==> config.mk <==
export PLATFORM = sky130hd
export DESIGN_NAME = seq_alu
export DESIGN_NICKNAME = d
export VERILOG_FILES = /design/src/rtl/seq_alu_pkg.sv /design/src/rtl/seq_alu_muldiv_core.sv /design/src/rtl/seq_alu.sv
export SDC_FILE = /design/constraint.sdc
export NUM_CORES = 1
export LEC_CHECK = 0
export BUFFER_PORTS_ARGS = -buffer_cell sky130_fd_sc_hd__buf_2
export CAP_MARGIN = 30
export CORE_MARGIN = 2
export CORE_UTILIZATION = 51
export DETAILED_ROUTE_END_ITERATION = 8
export PLACE_DENSITY = 0.81
export SLEW_MARGIN = 20
export SYNTH_ARGS = -nofsm -noshare
export SYNTH_HDL_FRONTEND = slang
export SYNTH_SLANG_ARGS = --single-unit
==> constraint.sdc <==
create_clock -name clk -period 11 [get_ports clk]
set_clock_uncertainty 0.1 [all_clocks]
set_input_delay 0.55 -clock clk [delete_from_list [all_inputs] [get_ports clk]]
set_output_delay 0.55 -clock clk [all_outputs]
set_load 0.01 [all_outputs]
==> src/rtl/seq_alu_pkg.sv <==
// Shared definitions for the sequential ALU: operation encoding and FSM states.
package seq_alu_pkg;

  localparam logic [1:0] OP_ADD = 2'b00;
  localparam logic [1:0] OP_SUB = 2'b01;
  localparam logic [1:0] OP_MUL = 2'b10;
  localparam logic [1:0] OP_DIV = 2'b11;

  typedef enum logic [1:0] {
    IDLE  = 2'b00,
    SHORT = 2'b01,
    ITER  = 2'b10,
    DONE  = 2'b11
  } state_t;

endpackage

==> src/rtl/seq_alu_muldiv_core.sv <==
// Unsigned iterative engine: LSB-first shift-add multiplier and restoring
// divider sharing one hi/lo register pair. One iteration per cycle after start;
// o_done holds once WIDTH iterations are complete until the next cycle.
module seq_alu_muldiv_core #(
  parameter int WIDTH = 32
) (
  input  logic             clk,
  input  logic             rst,
  input  logic             i_start,
  input  logic             i_is_div,
  input  logic [WIDTH-1:0] i_mag_a,
  input  logic [WIDTH-1:0] i_mag_b,
  output logic             o_done,
  output logic [WIDTH-1:0] o_hi,
  output logic [WIDTH-1:0] o_lo
);

  localparam int CW = $clog2(WIDTH + 1);
  localparam logic [CW-1:0] LAST = CW'(WIDTH);

  logic             r_busy;
  logic [CW-1:0]    r_cnt;
  logic             r_div;
  logic [WIDTH-1:0] r_opb;
  logic [WIDTH-1:0] r_hi;
  logic [WIDTH-1:0] r_lo;

  logic             w_step;
  logic [WIDTH:0]   w_madd;
  logic [WIDTH:0]   w_shift;
  logic [WIDTH:0]   w_trial;

  assign w_step  = r_busy && (r_cnt != LAST);
  assign o_done  = r_busy && (r_cnt == LAST);
  // Multiply: conditionally add multiplicand into the upper half, keep the carry.
  assign w_madd  = {1'b0, r_hi} + (r_lo[0] ? {1'b0, r_opb} : '0);
  // Divide: bring the next dividend bit into the remainder and trial-subtract.
  // The remainder is always below the divisor, so bit WIDTH of the trial is a
  // reliable "went negative" indicator.
  assign w_shift = {r_hi, r_lo[WIDTH-1]};
  assign w_trial = w_shift - {1'b0, r_opb};

  // Iteration control: counts WIDTH steps and stops at LAST (never wraps).
  always_ff @(posedge clk) begin
    if (rst) begin
      r_busy <= 1'b0;
      r_cnt  <= '0;
    end else if (i_start) begin
      r_busy <= 1'b1;
      r_cnt  <= '0;
    end else if (w_step) begin
      r_cnt  <= r_cnt + 1'b1;
    end else if (o_done) begin
      r_busy <= 1'b0;
    end
  end

  // Partial product / remainder datapath.
  always_ff @(posedge clk) begin
    if (i_start) begin
      r_div <= i_is_div;
      r_opb <= i_mag_b;
      r_hi  <= '0;
      r_lo  <= i_mag_a;
    end else if (w_step) begin
      if (r_div) begin
        if (!w_trial[WIDTH]) begin
          r_hi <= w_trial[WIDTH-1:0];
          r_lo <= {r_lo[WIDTH-2:0], 1'b1};
        end else begin
          r_hi <= w_shift[WIDTH-1:0];
          r_lo <= {r_lo[WIDTH-2:0], 1'b0};
        end
      end else begin
        {r_hi, r_lo} <= {w_madd, r_lo[WIDTH-1:1]};
      end
    end
  end

  assign o_hi = r_hi;
  assign o_lo = r_lo;

endmodule

==> src/rtl/seq_alu.sv <==
// Sequential ALU top: valid/ready handshake, one operation in flight.
// ADD/SUB and divide-by-zero finish in one cycle; MUL/DIV run through the
// iterative core with sign conditioning before and sign fix-up after.
module seq_alu
  import seq_alu_pkg::*;
#(
  parameter int WIDTH = 32
) (
  input  logic             clk,
  input  logic             rst,
  input  logic             in_valid,
  output logic             in_ready,
  input  logic [WIDTH-1:0] a,
  input  logic [WIDTH-1:0] b,
  input  logic [1:0]       op,
  input  logic             sign,
  output logic             out_valid,
  input  logic             out_ready,
  output logic [WIDTH-1:0] p,
  output logic [WIDTH-1:0] p_hi,
  output logic             overflow,
  output logic             div_by_zero
);

  localparam logic [WIDTH-1:0] MIN_VAL = {1'b1, {(WIDTH-1){1'b0}}};

  state_t           r_state;
  logic             r_cond;
  logic [WIDTH-1:0] r_a;
  logic [WIDTH-1:0] r_b;
  logic [1:0]       r_op;
  logic             r_sign;
  logic             r_out_valid;
  logic [WIDTH-1:0] r_p;
  logic [WIDTH-1:0] r_p_hi;
  logic             r_ov;
  logic             r_dbz;

  logic             w_a_neg;
  logic             w_b_neg;
  logic [WIDTH-1:0] w_mag_a;
  logic [WIDTH-1:0] w_mag_b;
  logic [WIDTH:0]   w_sum;
  logic [WIDTH:0]   w_diff;
  logic             w_start;
  logic             w_core_done;
  logic [WIDTH-1:0] w_core_hi;
  logic [WIDTH-1:0] w_core_lo;
  logic [2*WIDTH-1:0] w_prod_fix;
  logic             w_min_neg1;

  function automatic logic [WIDTH-1:0] cneg(input logic neg, input logic [WIDTH-1:0] v);
    return neg ? (~v + 1'b1) : v;
  endfunction

  function automatic logic add_ovf(input logic sg, input logic [WIDTH-1:0] x,
                                   input logic [WIDTH-1:0] y, input logic [WIDTH:0] s);
    return sg ? ((x[WIDTH-1] == y[WIDTH-1]) && (s[WIDTH-1] != x[WIDTH-1])) : s[WIDTH];
  endfunction

  function automatic logic sub_ovf(input logic sg, input logic [WIDTH-1:0] x,
                                   input logic [WIDTH-1:0] y, input logic [WIDTH:0] s);
    return sg ? ((x[WIDTH-1] != y[WIDTH-1]) && (s[WIDTH-1] != x[WIDTH-1])) : s[WIDTH];
  endfunction

  function automatic logic mul_ovf(input logic sg, input logic [2*WIDTH-1:0] pr);
    return sg ? (pr[2*WIDTH-1:WIDTH] != {WIDTH{pr[WIDTH-1]}})
              : (pr[2*WIDTH-1:WIDTH] != '0);
  endfunction

  assign in_ready    = (r_state == IDLE) && !rst;
  assign w_a_neg     = r_sign && r_a[WIDTH-1];
  assign w_b_neg     = r_sign && r_b[WIDTH-1];
  assign w_mag_a     = cneg(w_a_neg, r_a);
  assign w_mag_b     = cneg(w_b_neg, r_b);
  assign w_sum       = {1'b0, r_a} + {1'b0, r_b};
  assign w_diff      = {1'b0, r_a} - {1'b0, r_b};
  assign w_start     = (r_state == ITER) && r_cond;
  assign w_prod_fix  = (w_a_neg ^ w_b_neg) ? (~{w_core_hi, w_core_lo} + 1'b1)
                                           : {w_core_hi, w_core_lo};
  assign w_min_neg1  = r_sign && (r_a == MIN_VAL) && (r_b == '1);

  seq_alu_muldiv_core #(.WIDTH(WIDTH)) u_core (
    .clk      (clk),
    .rst      (rst),
    .i_start  (w_start),
    .i_is_div (r_op == OP_DIV),
    .i_mag_a  (w_mag_a),
    .i_mag_b  (w_mag_b),
    .o_done   (w_core_done),
    .o_hi     (w_core_hi),
    .o_lo     (w_core_lo)
  );

  // Control FSM with registered results and flags.
  always_ff @(posedge clk) begin
    if (rst) begin
      r_state     <= IDLE;
      r_cond      <= 1'b0;
      r_out_valid <= 1'b0;
      r_p         <= '0;
      r_p_hi      <= '0;
      r_ov        <= 1'b0;
      r_dbz       <= 1'b0;
    end else begin
      case (r_state)
        IDLE: begin
          if (in_valid && in_ready) begin
            r_a    <= a;
            r_b    <= b;
            r_op   <= op;
            r_sign <= sign;
            if ((op == OP_ADD) || (op == OP_SUB) || ((op == OP_DIV) && (b == '0))) begin
              r_state <= SHORT;
            end else begin
              r_state <= ITER;
              r_cond  <= 1'b1;
            end
          end
        end
        // Single-cycle ops: ADD, SUB, divide by zero.
        SHORT: begin
          case (r_op)
            OP_ADD: begin
              r_p    <= w_sum[WIDTH-1:0];
              r_p_hi <= '0;
              r_ov   <= add_ovf(r_sign, r_a, r_b, w_sum);
              r_dbz  <= 1'b0;
            end
            OP_SUB: begin
              r_p    <= w_diff[WIDTH-1:0];
              r_p_hi <= '0;
              r_ov   <= sub_ovf(r_sign, r_a, r_b, w_diff);
              r_dbz  <= 1'b0;
            end
            default: begin
              r_p    <= '1;
              r_p_hi <= r_a;
              r_ov   <= 1'b0;
              r_dbz  <= 1'b1;
            end
          endcase
          r_out_valid <= 1'b1;
          r_state     <= DONE;
        end
        // Conditioning cycle starts the core; when it finishes, apply signs.
        ITER: begin
          if (r_cond) begin
            r_cond <= 1'b0;
          end else if (w_core_done) begin
            if (r_op == OP_MUL) begin
              {r_p_hi, r_p} <= w_prod_fix;
              r_ov          <= mul_ovf(r_sign, w_prod_fix);
            end else begin
              r_p    <= cneg(w_a_neg ^ w_b_neg, w_core_lo);
              r_p_hi <= cneg(w_a_neg, w_core_hi);
              r_ov   <= w_min_neg1;
            end
            r_dbz       <= 1'b0;
            r_out_valid <= 1'b1;
            r_state     <= DONE;
          end
        end
        default: begin
          if (out_ready) begin
            r_out_valid <= 1'b0;
            r_state     <= IDLE;
          end
        end
      endcase
    end
  end

  assign out_valid   = r_out_valid;
  assign p           = r_p;
  assign p_hi        = r_p_hi;
  assign overflow    = r_ov;
  assign div_by_zero = r_dbz;

endmodule
==> results of run 1 <==
power groups by stage:
stage / Sequential [µW] / Clock [µW] / Combinational, µW
6_report: 1570 / 980 / 2730
5_1_grt: 1580 / 1020 / 2950
4_1_cts: 1540 / 985 / 2660
3_5_place_dp: 1560 / 0 / 2630
3_3_place_gp: 1550 / 0 / 2600
2_1_floorplan: 1350 / 0 / 2040
worst register-to-register path, cell delays in order (launching register included):
cell and delay (ps):
sky130_fd_sc_hd__dfxtp_1 580, sky130_fd_sc_hd__inv_1 220, sky130_fd_sc_hd__fa_1 490, sky130_fd_sc_hd__nor2b_1 180
sky130_fd_sc_hd__o31a_1 200, sky130_fd_sc_hd__o22ai_1 170, sky130_fd_sc_hd__o31a_1 400, sky130_fd_sc_hd__o311ai_2 440
sky130_fd_sc_hd__a211oi_1 200, sky130_fd_sc_hd__o21ai_1 370, sky130_fd_sc_hd__xor2_4 160, sky130_fd_sc_hd__buf_4 510
sky130_fd_sc_hd__mux2_2 440, sky130_fd_sc_hd__a221oi_1 230, sky130_fd_sc_hd__nor2_1 80
routing by layer:
metal  up-vias  share of wire (%)  routed length [µm]  GRT usage (%)
met5         -              0.025                  18              0
met4         2                5.7                4190           17.6
met3       231                9.9                7300           5.98
met2      1203                 45               33300           55.7
met1      9515                 39               28600           44.0
li1       9180                  -                   -              -
final timing paths:
kind,endpoint,slack (ps)
min,r_a[31],40
max reg2reg,u_core.o_hi[10],6120
max,u_core.o_hi[10],6120
min reg2reg,p[22],340
registers in the layout, summed over array words and instances (netlist names), 2 cells and up:
name,cells
p,32
p_hi,32
u_core.r_opb,32
u_core.o_hi,32
r_op,2
r_a,32
r_state,2
u_core.o_lo,32
r_b,32
u_core.r_cnt,6
logic make-up after synthesis:
| group | count (synthesis) | share of synthesized area, % |
|---|---|---|
| AND/OR/NAND/NOR | 782 | 19.1 |
| AO/OA/AOI/OAI | 731 | 23.2 |
| buffers and inverters | 284 | 5.32 |
| adder cells (fa/ha/maj) | 142 | 8.89 |
| XOR/XNOR | 229 | 9.90 |
| multiplexers | 69 | 3.42 |
| flip-flops | 241 | 30.2 |
through the flow:
step                cells  hold WS (ps)  setup WS [ps]  util, %
floorplan            2478           358           6010        -
global placement     3014           330           6060     53.9
detailed placement   3014           331           5900     53.9
CTS                  3067          36.9           5870     56.3
global route         3071          39.3           5830     56.4
finish               3071          43.9           6120     56.4
layout make-up:
type                            count  area (µm²)
Clock buffer                       42         875
Sequential cell                   241        6150
Tap cell                          525         657
Fill cell                        3599       17200
Multi-Input combinational cell   1953       13100
Timing Repair Buffer              164         890
Inverter                          135         507
Clock inverter                     11        97.6
synthesized netlist by cell type (9+ instances only):
master | instances | area (µm²)
sky130_fd_sc_hd__buf_1 | 10 | 37.5
sky130_fd_sc_hd__nor2b_1 | 24 | 150
sky130_fd_sc_hd__nand2b_1 | 26 | 163
sky130_fd_sc_hd__mux2i_1 | 66 | 661
sky130_fd_sc_hd__and3_1 | 14 | 87.6
sky130_fd_sc_hd__a211oi_1 | 26 | 195
sky130_fd_sc_hd__a22oi_1 | 14 | 105
sky130_fd_sc_hd__clkbuf_1 | 131 | 492
sky130_fd_sc_hd__nor3b_1 | 9 | 67.6
sky130_fd_sc_hd__nor2_1 | 249 | 935
sky130_fd_sc_hd__dfxtp_1 | 109 | 2180
sky130_fd_sc_hd__o211ai_1 | 16 | 120
sky130_fd_sc_hd__o21a_1 | 14 | 105
sky130_fd_sc_hd__o41ai_1 | 17 | 149
sky130_fd_sc_hd__or4_1 | 16 | 120
sky130_fd_sc_hd__and2_1 | 13 | 81.3
sky130_fd_sc_hd__xor2_1 | 84 | 736
sky130_fd_sc_hd__o221ai_1 | 12 | 105
sky130_fd_sc_hd__nand4_1 | 43 | 269
sky130_fd_sc_hd__nand3_1 | 44 | 220
sky130_fd_sc_hd__inv_1 | 134 | 503
sky130_fd_sc_hd__o31ai_1 | 28 | 210
sky130_fd_sc_hd__nor3_1 | 89 | 445
sky130_fd_sc_hd__a21oi_1 | 202 | 1010
sky130_fd_sc_hd__a21o_1 | 50 | 375
sky130_fd_sc_hd__nor4_1 | 36 | 225
sky130_fd_sc_hd__edfxtp_1 | 132 | 3960
sky130_fd_sc_hd__a31oi_1 | 26 | 163
sky130_fd_sc_hd__ha_1 | 138 | 1730
sky130_fd_sc_hd__xnor2_1 | 144 | 1260
sky130_fd_sc_hd__o21bai_1 | 21 | 158
sky130_fd_sc_hd__or3_1 | 27 | 169
sky130_fd_sc_hd__a221oi_1 | 50 | 438
sky130_fd_sc_hd__o21ai_0 | 176 | 881
sky130_fd_sc_hd__nand2_1 | 156 | 586
==> summary.log, run 1 <==
INFO  critical_path  worst_setup_path_startpoint=u_core.o_hi[0]
INFO  clocking       clock_tree.root_cell=sky130_fd_sc_hd__clkbuf_16
INFO  synth          yosys_warnings=0
INFO  layout         final_design_area_no_fill=0.0223mm²
INFO  critical_path  cp_num_cells=14
INFO  synth          mean_cell_area_of_the_mapped_netlist=8.20µm²
INFO  clocking       clock_tree.htree_level_count=1
INFO  die            placement_rows=73
INFO  die            placeableCoreArea=0.0395mm²
INFO  timing         timing.final.crit_period=4880ps
INFO  critical_path  worst-r2r-cell-count=14
INFO  global_route   first_global_vias=18818
INFO  power          power_density=237mW/mm²
INFO  clocking       clk_path_buf_depth=3
INFO  layout         layout-drive-gt1-share=9.62%
INFO  synth          syn_nets=2691
INFO  critical_path  critical_path_endpoint_category=register
INFO  timing         finalCritPeriodShare=44.3%
INFO  timing         transition_time_at_the_pin_with_the_least_slew_margin=923ps
INFO  timing         post_route_setup_tns=0ps
INFO  timing         fmaxAchievable=205MHz
INFO  timing         grt_setup_unrepaired=no
INFO  clocking       numCtsBuffers=29
INFO  global_route   antenna_violations_before_repair=2
INFO  timing         report.final.hold_viol_count=0
INFO  synth          mappedNetlistArea=0.0203mm²
INFO  drt            detail_route.vias_per_cell=6.56
INFO  clocking       post_cts_resize_count=0
INFO  drt            detailedRoute.firstIterationViolations=1984
INFO  worst_hold_path timing.hold.worst.start=a[31]
INFO  global_route   grt_max_degree=75
INFO  drt            drt.antenna.violating_nets=0
INFO  drt            wire_per_inst=23.9µm
INFO  clocking       cts.sink_count=241
INFO  die            starting_density_of_the_core=51.4%
INFO  power          power.combinational.fraction=51.7%
INFO  synth          synth_seq_cells=241
INFO  critical_path  crit_required=11360ps
INFO  worst_hold_path hold_path_class=in2reg
INFO  placed_design  finalWeightedCongestion=1.02
INFO  clocking       latest_clock_arrival_within_the_worst_skew_pair=580ps
INFO  global_route   grt_overflow=0
INFO  drt            route.final.wire_length=73500µm
INFO  worst_hold_path hold-path-cell-count=1
INFO  timing         timing.final.max_slew_violations=0
INFO  run_status     status=finished, violations left
INFO  clocking       clk_pin_slew=60ps
INFO  drt            drt_drc_violations_left=1
INFO  power          report.power.total=5280µW
INFO  placed_design  dp.final_hpwl=55300µm
INFO  synth          synth.yosys.seq_area_share=30.2%
INFO  critical_path  worst-endpoint-arrival=5240ps
INFO  synth          count_of_flip_flops_with_a_built_in_enable_after_synthesis=132
INFO  power          power_switching_share=46.8%
INFO  critical_path  critical_path.most_common_cell=sky130_fd_sc_hd__o31a_1
INFO  drt            firstDrtPassIters=9
INFO  critical_path  critPathMaxFanout=37
INFO  job            maxCapViolCount=0
INFO  critical_path  cp_slowest_cell=sky130_fd_sc_hd__dfxtp_1
INFO  synth          dominantRegCellSynth=sky130_fd_sc_hd__edfxtp_1
INFO  synth          synth-async-reset-ratio=0%
INFO  layout         antenna-diode-count=0
INFO  global_route   grt.total_usage=34.4%
INFO  timing         slew_headroom=38.5%
INFO  critical_path  critical_path_buf_inv_count=2
INFO  critical_path  crit_path_cells=inv_1 -> fa_1 -> nor2b_1 -> o31a_1 -> o22ai_1 -> o31a_1 -> o311ai_2 -> a211oi_1 -> o21ai_1 -> xor2_4 -> buf_4 -> mux2_2 -> a221oi_1 -> nor2_1
INFO  run_status     failed_checks=DRC
INFO  drt            detailroute.via_count=20131
INFO  synth          synthDistinctLibCells=86
INFO  critical_path  critical_path.reg2reg.startpoint=u_core.o_hi[0]
INFO  die            die_ht=204µm
INFO  die            ios=139
INFO  critical_path  cpLargestDelayFamily=compound AO/OA/AOI/OAI gates
INFO  layout         layout.nets=2737
INFO  layout         mostFrequentLayoutCells=sky130_fd_sc_hd__nor2_1, sky130_fd_sc_hd__a21oi_1, sky130_fd_sc_hd__o21ai_0
INFO  clocking       cts-hold-fix-buffers=0
INFO  placed_design  place.port_buffers=138
INFO  placed_design  dpl_cell_area=0.0213mm²
INFO  layout         most_common_cell_after_layout_fill_and_taps_aside=sky130_fd_sc_hd__nor2_1
INFO  synth          syn_inst=2478
INFO  critical_path  timing.setup.critical_path_class=reg2reg
INFO  power          p_switching=2470µW
INFO  critical_path  critPathMaxStageDelay=580ps
INFO  clocking       post-cts-setup-buffer-count=0
INFO  layout         areaGrowthSynthToFinish=9.72%
INFO  power          peakVddDrop=160µV
INFO  power          share_clk_of_total_power=18.6%
INFO  power          share_seq_of_total_power=29.7%
INFO  die            fp.dieW=204µm
INFO  critical_path  worstSetupStartpointType=register
INFO  die            die-area=0.0415mm²
INFO  timing         report.final.setup_viol=0
INFO  power          power_report.internal_total=2810µW
INFO  clocking       cts_tree=built
INFO  power          p_leak=0.00902µW
INFO  global_route   grt_first_pass_wirelength=110000µm
(Power assumes the default switching activity.)
==> run 2, diff against run 1 <==
--- a/config.mk
+++ b/config.mk
@@ -10,7 +10,7 @@
 export CORE_MARGIN = 2
 export CORE_UTILIZATION = 51
 export DETAILED_ROUTE_END_ITERATION = 8
-export PLACE_DENSITY = 0.81
+export PLACE_DENSITY = 0.84
 export SLEW_MARGIN = 20
 export SYNTH_ARGS = -nofsm -noshare
 export SYNTH_HDL_FRONTEND = slang
==> constraint.sdc (replaced) <==
create_clock -name clk -period 4.4 [get_ports clk]
set_clock_uncertainty 0.1 [all_clocks]
set_input_delay 0.22 -clock clk [delete_from_list [all_inputs] [get_ports clk]]
set_output_delay 0.22 -clock clk [all_outputs]
set_load 0.01 [all_outputs]
==> run 2 against run 1 <==
Net effect:
- the run now ends clean
- sequential share of layout area is 1.6 points lower
- largest cell class unchanged
- largest power group unchanged
- via count up 3.0%
- die area unchanged
- critical endpoint is now u_core.o_hi[19]
- global-route usage increased by 1.1 points
- combinational power increased to 2.8 times the previous value
- setup slack got worse by 6000 ps
- utilization up 3.6 points
==> summary.log, run 2 (same netlist as run 1, synthesis figures left out) <==
INFO  layout         areaGrowthSynthToFinish=16.7%
INFO  power          power.combinational.fraction=55.1%
INFO  drt            detailroute.via_count=20733
INFO  worst_hold_path hold_path_class=in2reg
INFO  critical_path  cpLargestDelayFamily=compound AO/OA/AOI/OAI gates
INFO  die            ios=139
INFO  clocking       numCtsBuffers=26
INFO  global_route   groute.layer.met3.usage=5.82%
INFO  worst_hold_path timing.hold.worst.start=in_valid
INFO  critical_path  critical_path.reg2reg.startpoint=u_core.o_hi[0]
INFO  critical_path  timing.setup.critical_path_class=reg2reg
INFO  power          power_density=582mW/mm²
INFO  die            fp.dieW=204µm
INFO  timing         timing.final.max_slew_violations=0
INFO  layout         fillerInstances=3394
INFO  drt            drt_drc_violations_left=0
INFO  power          p_switching=6290µW
INFO  layout         mostFrequentLayoutCells=sky130_fd_sc_hd__nor2_1, sky130_fd_sc_hd__a21oi_1, sky130_fd_sc_hd__o21ai_0
INFO  die            die_ht=204µm
INFO  critical_path  critical_path_endpoint_category=register
INFO  global_route   antenna_violations_before_repair=1
INFO  drt            detail_route.vias_per_cell=6.43
INFO  die            placeableCoreArea=0.0395mm²
INFO  drt            detailedRoute.firstIterationViolations=1950
INFO  global_route   grt.total_usage=35.5%
INFO  critical_path  crit_required=4750ps
INFO  global_route   global_route.usage.met1=44.1%
INFO  die            placement_rows=73
INFO  power          report.power.total=13800µW
INFO  die            starting_density_of_the_core=51.4%
INFO  power          power_report.internal_total=7510µW
INFO  placed_design  dp.final_hpwl=57100µm
INFO  timing         timing.final.crit_period=4240ps
INFO  critical_path  crit_path_cells=buf_4 -> inv_1 -> fa_1 -> nor2b_1 -> o31a_1 -> o22ai_1 -> o31a_1 -> o311ai_2 -> a211oi_1 -> o21ai_2 -> xor2_4 -> buf_6 -> mux2i_1 -> a21oi_1 -> a21o_1
INFO  layout         layout.nets=2891
INFO  global_route   grt_most_used_layer=met2
INFO  timing         transition_time_at_the_pin_with_the_least_slew_margin=975ps
INFO  layout         antenna-diode-count=0
INFO  critical_path  critical_path_buf_inv_count=3
INFO  timing         finalCritPeriodShare=96.5%
INFO  critical_path  critical_path.most_common_cell=sky130_fd_sc_hd__o31a_1
INFO  critical_path  critPathMaxFanout=12
INFO  clocking       clk_pin_slew=60ps
INFO  drt            firstDrtPassIters=6
INFO  drt            wire_per_inst=23.5µm
INFO  clocking       clock_tree.htree_level_count=1
INFO  clocking       clock_tree.root_cell=sky130_fd_sc_hd__clkbuf_16
INFO  clocking       latest_clock_arrival_within_the_worst_skew_pair=570ps
INFO  timing         hold-worst-slack=29.6ps
INFO  layout         final_design_area_no_fill=0.0237mm²
INFO  clocking       cts.sink_count=241
INFO  timing         fmaxAchievable=236MHz
INFO  timing         grt_setup_unrepaired=yes
INFO  run_status     status=complete, no violations
INFO  global_route   grt_overflow=0
INFO  timing         report.final.hold_viol_count=0
INFO  job            maxCapViolCount=0
INFO  layout         utilization=60.0%
INFO  placed_design  place.port_buffers=138
INFO  placed_design  dpl_cell_area=0.0220mm²
INFO  critical_path  worst_setup_path_startpoint=u_core.o_hi[0]
INFO  power          p_leak=0.00977µW
INFO  drt            route.final.wire_length=75900µm
INFO  global_route   first_global_vias=20038
INFO  critical_path  cp_slowest_cell=sky130_fd_sc_hd__fa_1
INFO  clocking       clk_path_buf_depth=3
INFO  global_route   grt_first_pass_wirelength=114000µm
INFO  clocking       cts_tree=built
INFO  timing         slew_headroom=34.6%
INFO  layout         layout-drive-gt1-share=12.3%
INFO  power          share_clk_of_total_power=18.9%
INFO  layout         most_common_cell_after_layout_fill_and_taps_aside=sky130_fd_sc_hd__nor2_1
INFO  power          peakVddDrop=427µV
INFO  critical_path  worstSetupStartpointType=register
INFO  timing         report.final.setup_viol=0
INFO  die            die-area=0.0415mm²
INFO  placed_design  finalWeightedCongestion=0.994
INFO  critical_path  critPathMaxStageDelay=470ps
INFO  global_route   grt_util_met2=58.3%
INFO  drt            drt.antenna.violating_nets=0
INFO  global_route   grt_max_degree=68
INFO  power          share_seq_of_total_power=26.0%
INFO  critical_path  worst-endpoint-arrival=4600ps
INFO  power          power_switching_share=45.6%
==> run 2: cell count changes in the layout (fill, tap and decap cells not counted), sizes merged <==
cell | previous run | this run
bufinv | 1 | 6
inv | 134 | 135
clkinv | 9 | 5
clkbuf | 43 | 35
buf | 163 | 253
dlygate4sd3 | 0 | 68
==> run 2: area by class of cell <==
cell class                 instances  area (µm²)  share of cell area, %
multi-input combinational       1953       13200                   55.4
sequential                       241        6150                   25.9
timing repair buffer             321        2250                   9.47
clock buffer                      35         790                   3.33
tap                              525         657                   2.77
inverter                         135         507                   2.14
clock inverter                    13         223                  0.939
==> run 2: routing by layer <==
| metal | wire length, µm | up-vias |
|---|---|---|
| met5 | 20 | - |
| met4 | 5030 | 2 |
| met3 | 7820 | 285 |
| met2 | 34400 | 1280 |
| met1 | 28600 | 9682 |
| li1 | - | 9484 |
==> run 2: worst paths after layout <==
| check | end | slack [ps] | cells after the start |
|---|---|---|---|
| max reg2reg | u_core.o_hi[19] | 160 | 15 |
| min reg2reg | p[9] | 360 | 1 |
| min | r_cond | 30 | 6 |
| max | u_core.o_hi[19] | 160 | 15 |
==> run 2: power groups by stage <==
stage	combinational, µW	clock (µW)	sequential (µW)
2_1_floorplan	5100	0	3370
3_3_place_gp	7100	0	3570
3_5_place_dp	7210	0	3580
4_1_cts	7330	2590	3540
5_1_grt	8170	2690	3620
6_report	7600	2610	3590
==> run 2: tightest hold or removal path, cell delays in order <==
cell                      delay (ps)
sky130_fd_sc_hd__buf_2           110
sky130_fd_sc_hd__nand2_1          50
sky130_fd_sc_hd__nand3_1          80
sky130_fd_sc_hd__o31ai_1          70
sky130_fd_sc_hd__a21oi_1          40
sky130_fd_sc_hd__nor2_1           80
==> run 2: what timing repair did <==
item / 4_1_cts / 5_1_grt
setup buffers: 0 / 3
endpoints found under the hold margin: 72 / 0
gates resized for setup: 0 / 8
endpoints found under the setup margin: 0 / 14
hold buffers: 68 / 0
==> run 2: per-stage QoR <==
stage	cells	TNS, ps	worst slack [ps]
after floorplan	2478	0	423
after global placement	3103	0	164
after detailed placement	3104	0	147
after CTS	3220	0	100
after global routing	3223	-130	-40.4
final	3223	0	155
